$ cat src/rtl/iter_alu_if.sv
// Issue/result bundle for iter_alu: master issues start/op/a/b, slave returns results and status.
interface iter_alu_if #(
  parameter int unsigned WIDTH = 32
);
  logic             start;
  logic [3:0]       op;
  logic [WIDTH-1:0] a;
  logic [WIDTH-1:0] b;
  logic [WIDTH-1:0] result;
  logic [WIDTH-1:0] hi;
  logic             zero;
  logic             dbz;
  logic             busy;
  logic             done;

  modport master (output start, op, a, b,
                  input  result, hi, zero, dbz, busy, done);
  modport slave  (input  start, op, a, b,
                  output result, hi, zero, dbz, busy, done);
endinterface

$ cat src/rtl/iter_alu.sv
// Sequential ALU: single-cycle logic/arith ops plus 1-bit/cycle multiply and restoring divide.
// Define ITER_ALU_SIGNED_MD_EN to make op codes 1010/1011 signed MULT/DIV.
module iter_alu #(
  parameter int unsigned WIDTH = 32,
  parameter int unsigned CNT_W = 6
) (
  input  logic      clk,
  input  logic      rst_n,
  iter_alu_if.slave bus
);
  typedef enum logic [1:0] {S_IDLE, S_MUL, S_DIV, S_DONE} state_e;
  typedef enum logic [3:0] {
    OP_AND   = 4'b0000, OP_OR   = 4'b0001, OP_ADD  = 4'b0010,
    OP_SUB   = 4'b0110, OP_SLT  = 4'b0111, OP_MULTU = 4'b1000,
    OP_DIVU  = 4'b1001, OP_MULT = 4'b1010, OP_DIV   = 4'b1011
  } op_e;

  state_e             r_state, w_state_nx;
  logic [CNT_W-1:0]   r_cnt;
  logic [WIDTH-1:0]   r_acc, r_lo, r_opnd;
  logic               r_neg_lo, r_neg_hi;
  logic [WIDTH-1:0]   r_result, r_hi;
  logic               r_zero, r_dbz;

  logic               w_is_mul, w_is_div, w_signed, w_b_zero;
  logic               w_a_neg, w_b_neg;
  logic [WIDTH-1:0]   w_a_mag, w_b_mag, w_alu_res;

  logic [WIDTH:0]     w_sum, w_rem_sh, w_diff;
  logic [WIDTH-1:0]   w_acc_nx, w_lo_nx, w_fin_res, w_fin_hi;
  logic [2*WIDTH-1:0] w_prod, w_prod_f;
  logic               w_last;

  always_comb begin
    w_is_mul  = 1'b0;
    w_is_div  = 1'b0;
    w_signed  = 1'b0;
    w_alu_res = '0;
    case (bus.op)
      OP_AND:   w_alu_res = bus.a & bus.b;
      OP_OR:    w_alu_res = bus.a | bus.b;
      OP_ADD:   w_alu_res = bus.a + bus.b;
      OP_SUB:   w_alu_res = bus.a + ~bus.b + WIDTH'(1);
      OP_SLT:   w_alu_res = WIDTH'($signed(bus.a) < $signed(bus.b));
      OP_MULTU: w_is_mul  = 1'b1;
      OP_DIVU:  w_is_div  = 1'b1;
`ifdef ITER_ALU_SIGNED_MD_EN
      OP_MULT: begin
        w_is_mul = 1'b1;
        w_signed = 1'b1;
      end
      OP_DIV: begin
        w_is_div = 1'b1;
        w_signed = 1'b1;
      end
`endif
      default:  w_alu_res = '0;
    endcase
    w_b_zero = (bus.b == '0);
    w_a_neg  = w_signed & bus.a[WIDTH-1];
    w_b_neg  = w_signed & bus.b[WIDTH-1];
    w_a_mag  = w_a_neg ? -bus.a : bus.a;
    w_b_mag  = w_b_neg ? -bus.b : bus.b;
  end

  // One iteration of the unsigned core; on the last one the sign fix-up feeds the outputs directly.
  always_comb begin
    w_sum    = {1'b0, r_acc} + {1'b0, (r_lo[0] ? r_opnd : '0)};
    w_rem_sh = {r_acc, r_lo[WIDTH-1]};
    w_diff   = w_rem_sh - {1'b0, r_opnd};
    if (r_state == S_MUL) begin
      w_acc_nx = w_sum[WIDTH:1];
      w_lo_nx  = {w_sum[0], r_lo[WIDTH-1:1]};
    end else if (!w_diff[WIDTH]) begin
      w_acc_nx = w_diff[WIDTH-1:0];
      w_lo_nx  = {r_lo[WIDTH-2:0], 1'b1};
    end else begin
      w_acc_nx = w_rem_sh[WIDTH-1:0];
      w_lo_nx  = {r_lo[WIDTH-2:0], 1'b0};
    end
    w_prod   = {w_acc_nx, w_lo_nx};
    w_prod_f = r_neg_lo ? -w_prod : w_prod;
    if (r_state == S_MUL) begin
      w_fin_res = w_prod_f[WIDTH-1:0];
      w_fin_hi  = w_prod_f[2*WIDTH-1:WIDTH];
    end else begin
      w_fin_res = r_neg_lo ? -w_lo_nx : w_lo_nx;
      w_fin_hi  = r_neg_hi ? -w_acc_nx : w_acc_nx;
    end
    w_last = (r_cnt == CNT_W'(WIDTH - 1));
  end

  always_comb begin
    w_state_nx = r_state;
    case (r_state)
      S_IDLE: begin
        if (bus.start) begin
          if (w_is_mul)                   w_state_nx = S_MUL;
          else if (w_is_div && !w_b_zero) w_state_nx = S_DIV;
          else                            w_state_nx = S_DONE;
        end
      end
      S_MUL, S_DIV: if (w_last) w_state_nx = S_DONE;
      S_DONE:  w_state_nx = S_IDLE;
      default: w_state_nx = S_IDLE;
    endcase
  end

  always_ff @(posedge clk) begin
    if (!rst_n) begin
      r_state  <= S_IDLE;
      r_cnt    <= '0;
      r_acc    <= '0;
      r_lo     <= '0;
      r_opnd   <= '0;
      r_neg_lo <= 1'b0;
      r_neg_hi <= 1'b0;
      r_result <= '0;
      r_hi     <= '0;
      r_zero   <= 1'b0;
      r_dbz    <= 1'b0;
    end else begin
      r_state <= w_state_nx;
      case (r_state)
        S_IDLE: begin
          if (bus.start) begin
            r_cnt    <= '0;
            r_acc    <= '0;
            r_opnd   <= w_is_mul ? w_a_mag : w_b_mag;
            r_lo     <= w_is_mul ? w_b_mag : w_a_mag;
            r_neg_lo <= w_a_neg ^ w_b_neg;
            r_neg_hi <= w_is_div & w_a_neg;
            if (w_is_div && w_b_zero) begin
              r_result <= '1;
              r_hi     <= bus.a;
              r_zero   <= 1'b0;
              r_dbz    <= 1'b1;
            end else if (!w_is_mul && !w_is_div) begin
              r_result <= w_alu_res;
              r_hi     <= '0;
              r_zero   <= (w_alu_res == '0);
              r_dbz    <= 1'b0;
            end
          end
        end
        S_MUL, S_DIV: begin
          r_acc <= w_acc_nx;
          r_lo  <= w_lo_nx;
          r_cnt <= r_cnt + CNT_W'(1);
          if (w_last) begin
            r_result <= w_fin_res;
            r_hi     <= w_fin_hi;
            r_zero   <= (w_fin_res == '0);
            r_dbz    <= 1'b0;
          end
        end
        default: ;
      endcase
    end
  end

  assign bus.result = r_result;
  assign bus.hi     = r_hi;
  assign bus.zero   = r_zero;
  assign bus.dbz    = r_dbz;
  assign bus.busy   = (r_state != S_IDLE);
  assign bus.done   = (r_state == S_DONE);
endmodule
$ cat src/flat_wrapper.sv
// flat-port wrapper written by rule: the top's interface ports become plain ports
module iter_alu_flat 
#(
  parameter int unsigned WIDTH = 32,
  parameter int unsigned CNT_W = 6
)
  (clk, rst_n, bus_start, bus_op, bus_a, bus_b, bus_result, bus_hi, bus_zero, bus_dbz, bus_busy, bus_done);
  iter_alu_if #(.WIDTH(WIDTH)) bus_i ();
  input  logic clk;
  input  logic rst_n;
  input wire logic [$bits(bus_i.start)-1:0] bus_start;
  input wire logic [$bits(bus_i.op)-1:0] bus_op;
  input wire logic [$bits(bus_i.a)-1:0] bus_a;
  input wire logic [$bits(bus_i.b)-1:0] bus_b;
  output wire logic [$bits(bus_i.result)-1:0] bus_result;
  output wire logic [$bits(bus_i.hi)-1:0] bus_hi;
  output wire logic [$bits(bus_i.zero)-1:0] bus_zero;
  output wire logic [$bits(bus_i.dbz)-1:0] bus_dbz;
  output wire logic [$bits(bus_i.busy)-1:0] bus_busy;
  output wire logic [$bits(bus_i.done)-1:0] bus_done;
  assign bus_i.start = bus_start;
  assign bus_i.op = bus_op;
  assign bus_i.a = bus_a;
  assign bus_i.b = bus_b;
  assign bus_result = bus_i.result;
  assign bus_hi = bus_i.hi;
  assign bus_zero = bus_i.zero;
  assign bus_dbz = bus_i.dbz;
  assign bus_busy = bus_i.busy;
  assign bus_done = bus_i.done;
  iter_alu #(.WIDTH(WIDTH), .CNT_W(CNT_W)) u_core (.clk(clk), .rst_n(rst_n), .bus(bus_i));
endmodule
$ cat config.mk
export PLATFORM = sky130hd
export DESIGN_NAME = iter_alu_flat
export DESIGN_NICKNAME = d
export VERILOG_FILES = /design/src/rtl/iter_alu_if.sv /design/src/rtl/iter_alu.sv /design/src/flat_wrapper.sv
export SDC_FILE = /design/constraint.sdc
export NUM_CORES = 1
export LEC_CHECK = 0
export ABC_AREA = 0
export CELL_PAD_IN_SITES_DETAIL_PLACEMENT = 1
export CELL_PAD_IN_SITES_GLOBAL_PLACEMENT = 1
export CORE_MARGIN = 1.5
export CORE_UTILIZATION = 40
export CTS_BUF_LIST = sky130_fd_sc_hd__clkbuf_8
export DETAILED_ROUTE_END_ITERATION = 12
export HOLD_SLACK_MARGIN = 0.02
export PLACE_DENSITY_LB_ADDON = 0.1
export SLEW_MARGIN = 10
export SYNTH_ARGS = -nofsm -noshare
export SYNTH_HDL_FRONTEND = slang
export SYNTH_SLANG_ARGS = --single-unit
$ cat constraint.sdc
create_clock -name clk -period 3.5 [get_ports clk]
set_clock_uncertainty 0.05 [all_clocks]
set_input_delay 0.525 -clock clk [delete_from_list [all_inputs] [get_ports clk]]
set_output_delay 0.525 -clock clk [all_outputs]
set_load 0.01 [all_outputs]
* Yosys cells after proc, flatten, opt, wreduce, memory -nomap -nowiden
Index checks and enable logic that the tools add are counted.
Widths: inputs -> output; s select.
** Operators by class
- $add $sub $neg :: 6
- Magnitude comparators :: 1
- Equality and inequality tests :: 13
- Muxes and demuxes :: 41
- Bitwise gates (word level) :: 3
- Reductions and logical operators :: 18
** Operators with widths (count)
- $mux 32 :: 16
- $pmux 32 s2 :: 4
- $pmux 32 s5 :: 1
- $logic_not 32->1 :: 3
- $add 32x32->32 :: 2
- $add 32x32->33 :: 1
- $sub 33x32->33 :: 1
- $add 32x1->32 const B :: 1
- $and 32x32->32 :: 1
- $lt 32x32->1 :: 1
- $not 32->32 :: 1
- $or 32x32->32 :: 1
- $mux 1 :: 12
- $pmux 6 s2 :: 1
- $eq 4x3->1 const B :: 2
- $eq 4x4->1 const B :: 2
- $add 6x1->6 const B :: 1
- $eq 6x5->1 const B :: 1
- $mux 2 :: 3
- $mux 6 :: 1
- $pmux 2 s3 :: 1
- $reduce_and 2->1 :: 3
- $eq 2x2->1 const B :: 2
- $eq 4x1->1 const B :: 1
- other kinds (13) :: 19
** Storage, ports and cells
- Bits in registers :: 170
- Input bits :: 71
- Output and inout port bits :: 68
- Word-level logic and storage cells :: 91

* Depth between registers and ports, before layout
Gate-level depths: netlist (run 1).
- Depth after elaboration :: 9
- Depth in mapped cells :: 16

* Worst setup path before layout (run 1)
Ideal clock, no wire load.
- Path kind :: input -> register
- From :: in bus_b[2]
- To :: reg u_core.r_zero (netlist: u_core.bus.zero)
- Library setup time :: 0.096 ns
- Arrival time :: 3.313 ns
- Path slack :: 0.042 ns
- Stages on the path :: 13
- Buffers on the path :: 0
- Cells stage by stage :: inv_1 -> ha_1 -> nor2b_4 -> o21ba_1 -> or4_4 -> a31o_4 -> a41o_1 -> a21o_1 -> a311oi_1 -> nand2_1 -> nor4_1 -> nand4b_1 -> o41ai_2
** On the way
- Word-level cells in the longest chain between the ends :: 9
- Elaborated cells on any way between the ends :: 17
** Ends and longest elaborated chain
- start, declared :: RTL line flat_wrapper.sv:14 : input wire logic [$bits(bus_i.b)-1:0] bus_b;
- $not 32->32 :: RTL line iter_alu.sv:43 : OP_SUB: w_alu_res = bus.a + ~bus.b + WIDTH'(1);
- $add 32x32->32 :: RTL line iter_alu.sv:43
- $add 32x1->32 :: RTL line iter_alu.sv:43
- $pmux 32 s5 :: RTL line iter_alu.sv:39 : case (bus.op)
- $logic_not 32->1 :: RTL line iter_alu.sv:141 : r_zero <= (w_alu_res == '0);
- $mux 1 :: RTL line iter_alu.sv:138 : end else if (!w_is_mul && !w_is_div) begin
- $mux 1 :: RTL line iter_alu.sv:133 : if (w_is_div && w_b_zero) begin
- $mux 1 :: RTL line iter_alu.sv:126 : if (bus.start) begin
- $pmux 1 s2 :: RTL line iter_alu.sv:124 : case (r_state)
- end signal, assigned :: RTL line iter_alu.sv:141
- end signal, assigned :: RTL line iter_alu.sv:153 : r_zero <= (w_fin_res == '0);
- end, declared :: RTL line iter_alu.sv:23 : logic r_zero, r_dbz;
Parallel ways exist; a longest one is shown, timed or not. The select of a mux whose other input is x is not followed.
A chain may end at the register's enable or synchronous reset.

* Final worst setup path (run 1)
- From :: reg u_core.r_opnd[0]
- To :: reg u_core.r_acc[7]
** On the way
- Word-level cells in the longest chain between the ends :: 4
- Elaborated cells on any way between the ends :: 6
** Ends and longest elaborated chain
- start, declared :: RTL line iter_alu.sv:20 : logic [WIDTH-1:0] r_acc, r_lo, r_opnd;
- start signal, assigned :: RTL line iter_alu.sv:129 : r_opnd <= w_is_mul ? w_a_mag : w_b_mag;
- $sub 33x32->33 or $mux 32 (tied branches) :: RTL line iter_alu.sv:70, iter_alu.sv:68
- $mux 32 or $add 32x32->33 (tied branches) :: RTL line iter_alu.sv:74, iter_alu.sv:68
- $mux 32 (*) :: RTL line iter_alu.sv:71 : if (r_state == S_MUL) begin
- $pmux 32 s2 (*) :: RTL line iter_alu.sv:124
- end signal, assigned :: RTL line iter_alu.sv:147 : r_acc <= w_acc_nx;
- end, declared :: RTL line iter_alu.sv:20
Every way passes the cells marked *; elsewhere a longest branch is shown, timed or not.

==> flow_summary.yaml, run 1 <==
sta:
  fmax_ghz: 0.278
  hold_viol_final: 0
  setup_viol: 26
  fin_crit_sh: 1.03
  fin_tns_setup_ps: -858
  relSlewSlack: 0.317
  slew_violations: 0
  hold_slack_ps: 411
  setup_ws_ps: -101
  min_period_ps: 3600
  worstMarginPinSlew_ps: 1020
  rsz0062_at_grt: "yes"
outcome:
  status: "complete, but fails checks"
  violations: "setup timing"
min_path:
  hold_path.class: "in -> reg"
logic_synthesis:
  syn_area_sq_um: 16800
  syn_nets: 2572
  synth_warnings: 0
  synthXorXnorAreaFrac: 0.0444
  synthMuxAreaShare: 0.0376
  ys_ff_latch: 170
  synthAdderAreaFrac: 0.129
  synth_seq_area_share: 0.203
  synthArstFlopShare: 0
  avgSynthCellArea_sq_um: 7.20
  synth_top_area_cell: "dfxtp_1"
  synth_compound_area_frac: 0.329
  synth_simple_gate_area_frac: 0.190
  synthCells: 2330
  netlist_top_cells_area: "dfxtp_1 (20%), ha_1 (12%), a21oi_1 (8.6%)"
  synthFlopType: "dfxtp_1"
  ys_types: 90
  synth_edf_count: 0
  synth_top_family_by_area: "compound AO/OA/AOI/OAI gates"
  yosysTopAreaCellShare: 0.203
final_layout:
  area_growth_pct: 51.1
  multiInputGateArea_sq_um: 14100
  fillerInstances: 5019
  seqCellArea_sq_um: 3410
  drive_gt1_frac: 0.328
  antennaDiodeCount: 0
  num-nets-final: 3193
  utilization: 0.617
worst_setup_path:
  slowest_delay_ps: 360
  worstSetupPathType: "reg -> reg"
  path_cells: "buf_6, ha_4, inv_2, fa_2, a21o_1, a21o_1, a21oi_2, o21ai_2, nand3_4, buf_6, a2111oi_4, a211oi_4, buf_12, buf_8, mux2i_1, o21ai_2, nor2_1, nor3_1"
  slowest_stage: "dfxtp_2"
  crit_required_ps: 3820
  worst-path-max-fanout: 7
  cp-start-kind: "flip-flop"
  cp_data_arrival_time_ps: 3920
  end_kind: "flip-flop"
pwr:
  irDropWorstVdd_v: 0.000478
  power.leakage_nw: 11.0
  finalPower_mw: 15.8
  powerDensity_nw_per_um2: 622
clock_tree:
  cts.sinks: 170
  worstSkewPairLatency_ps: 520
  cts.path.max_buffers: 2
  root_buffer: "clkbuf_8"
  cts_tree: "done"
  htreeDepth: 4
  cts_hold_buf: 0
  cts_buffers: 17
  clkTransAtPathRegs_ps: 100
drt:
  wl_um: 92700
  top_layer: "met4"
  vias: 21800
  dr.first_iter.drc_count: 1852
  wl_per_cell_um: 26.5
  antenna_left: 0
  drt-met1-wl_um: 38100
  wl_met3_um: 6750
  dr.pass1.iters: 5
  met2WireLength_um: 42800
  detail_route.vias_per_cell: 6.24
  drc: 0
global_routing:
  track_usage: 0.393
  grt_pass1_vias: 22100
  antenna_found_initial: 0
  grt_max_degree: 76
  grt_pass1_wl_um: 132000
  gr-total-overflow: 0
flow_run:
  maxCapViolations: 0
place:
  preCtsSetupSlack_ps: -1070
  place_congestion: 1.03
  hpwlAfterDp_um: 67500
  portBuffers: 138
floorplanning:
  die_area_sq_um: 43200
  ios: 139
  initial_utilization: 0.408
  die_w_um: 208
  fp-row-count: 74
  die_y_um: 208
  core_area_sq_um: 41100
## metal layers
| layer | vias up | GRT usage |
|---|---|---|
| met5 | - | 0 |
| met1 | 10700 | 0.523 |
| met4 | 0 | 0.156 |
| met3 | 316 | 0.0418 |
| li1 | 9682 | - |
| met2 | 1105 | 0.652 |
## layout by cell type, fill, tap and decap left out, types with 13 or more instances in the layout
cell | Yosys | routed
buf_4 | 2 | 565
a21oi_1 | 288 | 245
nand2_1 | 207 | 197
nor2_1 | 201 | 186
dfxtp_1 | 170 | 166
inv_1 | 153 | 124
ha_1 | 167 | 118
o21ai_0 | 169 | 113
clkdlybuf4s50_1 | 0 | 99
a211oi_1 | 88 | 77
a21o_1 | 62 | 62
xnor2_1 | 57 | 55
mux2i_1 | 54 | 49
nand3_1 | 54 | 47
o211ai_1 | 43 | 43
ha_4 | 0 | 41
a21oi_2 | 2 | 36
and2_1 | 41 | 32
inv_2 | 1 | 31
o21ai_1 | 1 | 31
xor2_1 | 28 | 28
nor3_1 | 37 | 27
buf_6 | 2 | 24
nand4_1 | 22 | 22
o21ai_2 | 0 | 21
nor4_1 | 26 | 21
o21bai_1 | 21 | 19
o21a_1 | 18 | 17
o22ai_1 | 22 | 17
clkbuf_8 | 0 | 17
a22oi_1 | 19 | 16
dlygate4sd2_1 | 0 | 16
nor2b_1 | 16 | 14
a31oi_1 | 19 | 13
dlymetal6s2s_1 | 0 | 13
## worst paths after layout
check / start / end / slack [ps] / cells after the start
max reg2reg: u_core.r_opnd[0]$_SDFFE_PN0P_ / u_core.r_acc[7]$_SDFFE_PN0P_ / -100 / 18
min: bus_a[2] / u_core.bus.hi[2]$_SDFFE_PN0P_ / 410 / 4
min reg2reg: u_core.r_lo[12]$_SDFFE_PN0P_ / u_core.r_lo[12]$_SDFFE_PN0P_ / 430 / 2
max: u_core.r_opnd[0]$_SDFFE_PN0P_ / u_core.r_acc[7]$_SDFFE_PN0P_ / -100 / 18
## per-stage QoR
stage / cell area (sq um) / std cells
floorplan: 16800 / 2330
global placement: 22600 / 3416
detailed placement: 22600 / 3416
CTS: 24200 / 3471
global route: 25400 / 3495
finish: 25400 / 3495
## sequential cells by signal, summed over array words and instances (netlist names)
signal / cells
u_core.r_acc: 32
u_core.r_opnd: 32
u_core.bus.result: 32
u_core.bus.dbz: 1
u_core.bus.hi: 32
u_core.r_cnt: 6
u_core.r_state: 2
u_core.bus.zero: 1
u_core.r_lo: 32
## cells in the mapped netlist, types with 41 or more instances
cell type	instances
a211oi_1	88
a21o_1	62
a21oi_1	288
and2_1	41
clkbuf_1	118
dfxtp_1	170
ha_1	167
inv_1	153
mux2i_1	54
nand2_1	207
nand3_1	54
nor2_1	201
o211ai_1	43
o21ai_0	169
xnor2_1	57
## layout make-up
| class | instances | share of cell area |
|---|---|---|
| Clock buffer | 17 | 0.00923 |
| Clock inverter | 14 | 0.00908 |
| Inverter | 156 | 0.0231 |
| Multi-Input combinational cell | 1867 | 0.556 |
| Sequential cell | 170 | 0.134 |
| Tap cell | 532 | 0.0263 |
| Timing Repair Buffer | 739 | 0.242 |
## worst max-delay path, delay by kind of cell (launching register included)
family / cells / cell delay (ps)
compound gates: 7 / 1300
buf+inv: 5 / 610
fa+ha+maj: 2 / 500
simple gates: 3 / 370
flops: 1 / 360
mux: 1 / 240
## logic make-up (layout without fill, tap and decap cells)
kind of cell | after synthesis | count (layout)
and+or+nand+nor | 679 | 679
muxes | 62 | 62
AOI/OAI and AO/OA | 870 | 870
DFF | 170 | 170
xor gates and xnor gates | 85 | 85
adders and majority gates | 171 | 171
buffers and inverters | 293 | 926
## power breakdown
group / internal [mW] / total (mW) / switching [mW]
Combinational: 4.63 / 11.2 / 6.58
Sequential: 2.39 / 2.84 / 0.451
Clock: 0.910 / 1.72 / 0.814
## timing repair
item | CTS | global route
endpoints found under the setup margin | 84 | 72
pin swaps | 75 | 108
gates cloned | 1 | 1
gates resized for setup | 261 | 257
setup buffers | 26 | 30
(Power assumes the default switching activity.)
==> run 2, diff against run 1 <==
--- a/config.mk
+++ b/config.mk
@@ -14,6 +14,7 @@
 export DETAILED_ROUTE_END_ITERATION = 12
 export HOLD_SLACK_MARGIN = 0.02
 export PLACE_DENSITY_LB_ADDON = 0.1
+export SKIP_CTS_REPAIR_TIMING = 1
 export SLEW_MARGIN = 10
 export SYNTH_ARGS = -nofsm -noshare
 export SYNTH_HDL_FRONTEND = slang
==> run 2 against run 1 <==
- the flow still finishes with violations (setup timing)
- first-iteration DRC count increased by 7.9%
- total power increased by 3.8%
- via count increased by 1.4%
- routed wire length increased by 2.4%
- global-route usage decreased by 1.4 points
- highest routed layer unchanged
==> flow_summary.yaml, run 2 (same netlist as run 1, synthesis figures left out) <==
final_layout:
  finalNonFillerCells: 3493
  final_cell_mix: "buf_4 (555), a21oi_1 (243), nand2_1 (198), nor2_1 (188), dfxtp_1 (168)"
  final_common_cell: "buf_4"
  num-nets-final: 3191
  seqCellArea_sq_um: 3410
  fillerInstances: 5004
  drive_gt1_frac: 0.324
  utilization: 0.620
  multiInputGateArea_sq_um: 14100
  design_area_sq_um: 25500
  area_growth_pct: 51.9
  antennaDiodeCount: 0
clock_tree:
  worstSkewPairLatency_ps: 520
  cts.sinks: 170
  root_buffer: "clkbuf_8"
  clkTransAtPathRegs_ps: 100
  cts_buffers: 17
  htreeDepth: 4
  cts.path.max_buffers: 2
  cts_tree: "done"
sta:
  hold_viol_final: 0
  setup_viol: 57
  fmax_ghz: 0.264
  slew_violations: 0
  relSlewSlack: 0.315
  rsz0062_at_grt: "yes"
  hold_slack_ps: 416
  worstMarginPinSlew_ps: 1020
  fin_crit_sh: 1.08
  setup_ws_ps: -287
  fin_tns_setup_ps: -6130
  min_period_ps: 3790
flow_run:
  maxCapViolations: 0
pwr:
  p_int_mw: 8.20
  power.leakage_nw: 11.2
  combPwrFrac: 0.719
  irDropWorstVdd_v: 0.000495
  switchingPower_mw: 8.18
  p_seq_frac: 0.174
  clkPwrFrac: 0.106
  switching_share: 0.499
  powerDensity_nw_per_um2: 642
place:
  placed_area_sq_um: 22600
  portBuffers: 138
  place_congestion: 1.03
  hpwlAfterDp_um: 67500
  place_inst: 3416
drt:
  wl_per_cell_um: 27.2
  vias: 22100
  antenna_left: 0
  dr.pass1.iters: 6
  detail_route.vias_per_cell: 6.33
  dr.first_iter.drc_count: 1998
  wl_um: 94900
  drc: 0
global_routing:
  gr-total-overflow: 0
  antenna_found_initial: 0
  gr-max-usage-layer: "met2"
  grt_max_degree: 76
  grt_pass1_wl_um: 128000
  use_met2: 0.630
  grt_pass1_vias: 21700
  track_usage: 0.380
  use_met1: 0.509
  grtUsageMet3: 0.0399
outcome:
  status: "complete, but fails checks"
  violations: "setup timing"
floorplanning:
  fp-row-count: 74
  core_area_sq_um: 41100
  ios: 139
  die_w_um: 208
  die_area_sq_um: 43200
  initial_utilization: 0.408
  die_y_um: 208
worst_setup_path:
  worst-path-max-fanout: 7
  crit_required_ps: 3850
  cp_data_arrival_time_ps: 4140
  path_cells: "buf_6, ha_4, inv_2, fa_2, a21o_1, a21o_1, a21oi_2, o21ai_2, nand3_4, buf_6, a211o_1, a211oi_4, buf_12, buf_12, mux2i_1, o21ai_2, a222oi_1, inv_1"
  slowest_delay_ps: 380
  end_kind: "flip-flop"
  cp-start-kind: "flip-flop"
  worstSetupPathType: "reg -> reg"
  slowest_stage: "a222oi_1"
min_path:
  hold_path.class: "in -> reg"
## run 2: cell count changes in the layout (fill, tap and decap cells not counted), sizes merged
cell / delta
dlymetal6s2s: +19
clkdlybuf4s50: +2
buf: -3
dlygate4sd2: -16
clkdlybuf4s15: -4
## run 2: final cells by class
class,instances,share of cell area
Timing Repair Buffer,737,0.244
Clock inverter,14,0.00903
Clock buffer,17,0.00918
Multi-Input combinational cell,1867,0.554
Inverter,156,0.0230
Sequential cell,170,0.134
Tap cell,532,0.0261
## run 2: worst paths after layout
path,end,from,cells past startpoint,slack [ps]
worst max-delay path,u_core.bus.hi[17]$_SDFFE_PN0P_,u_core.r_opnd[0]$_SDFFE_PN0P_,18,-290
worst min-delay path,u_core.bus.hi[2]$_SDFFE_PN0P_,bus_a[2],4,420
worst max register to register,u_core.bus.hi[17]$_SDFFE_PN0P_,u_core.r_opnd[0]$_SDFFE_PN0P_,18,-290
worst min register to register,u_core.r_lo[12]$_SDFFE_PN0P_,u_core.r_lo[12]$_SDFFE_PN0P_,2,430
## run 2: power by group through the flow
stage                     sequential (mW)  clock [mW]  combinational (mW)
final                                2.86        1.74                11.8
after detailed placement             2.81           0                9.35
after global routing                 2.87        1.79                12.3
after global placement               2.80           0                9.06
after CTS                            2.78        1.71                9.48
after floorplan                      2.73           0                5.16
## run 2: worst max-delay path, delay by kind of cell, from the launching register on
family,cells,cell delay [ps]
AOI/OAI and AO/OA,8,1760
adders and majority gates,2,370
buffers and inverters,6,730
DFF,1,340
muxes,1,260
and+or+nand+nor,1,140
## run 2: metrics by stage
| stage | total power, mW | setup WS (ps) |
|---|---|---|
| floorplan | 7.89 | 41.6 |
| global placement | 11.9 | -1060 |
| detailed placement | 12.2 | -1070 |
| CTS | 14.0 | -749 |
| global route | 17.0 | -399 |
| finish | 16.4 | -287 |
## run 2: routing by layer
metal | vias up | wire [um]
met2 | 1225 | 43800
met5 | - | 0
met1 | 10900 | 39200
met4 | 0 | 5130
li1 | 9670 | -
met3 | 342 | 6780
==> run 3, diff against run 2 <==
--- a/config.mk
+++ b/config.mk
@@ -15,7 +15,7 @@
 export HOLD_SLACK_MARGIN = 0.02
 export PLACE_DENSITY_LB_ADDON = 0.1
 export SKIP_CTS_REPAIR_TIMING = 1
-export SLEW_MARGIN = 10
+export SLEW_MARGIN = 5
 export SYNTH_ARGS = -nofsm -noshare
 export SYNTH_HDL_FRONTEND = slang
 export SYNTH_SLANG_ARGS = --single-unit
==> results of run 3 <==
The final DEF is identical to that of run 2; final timing and power are the same.
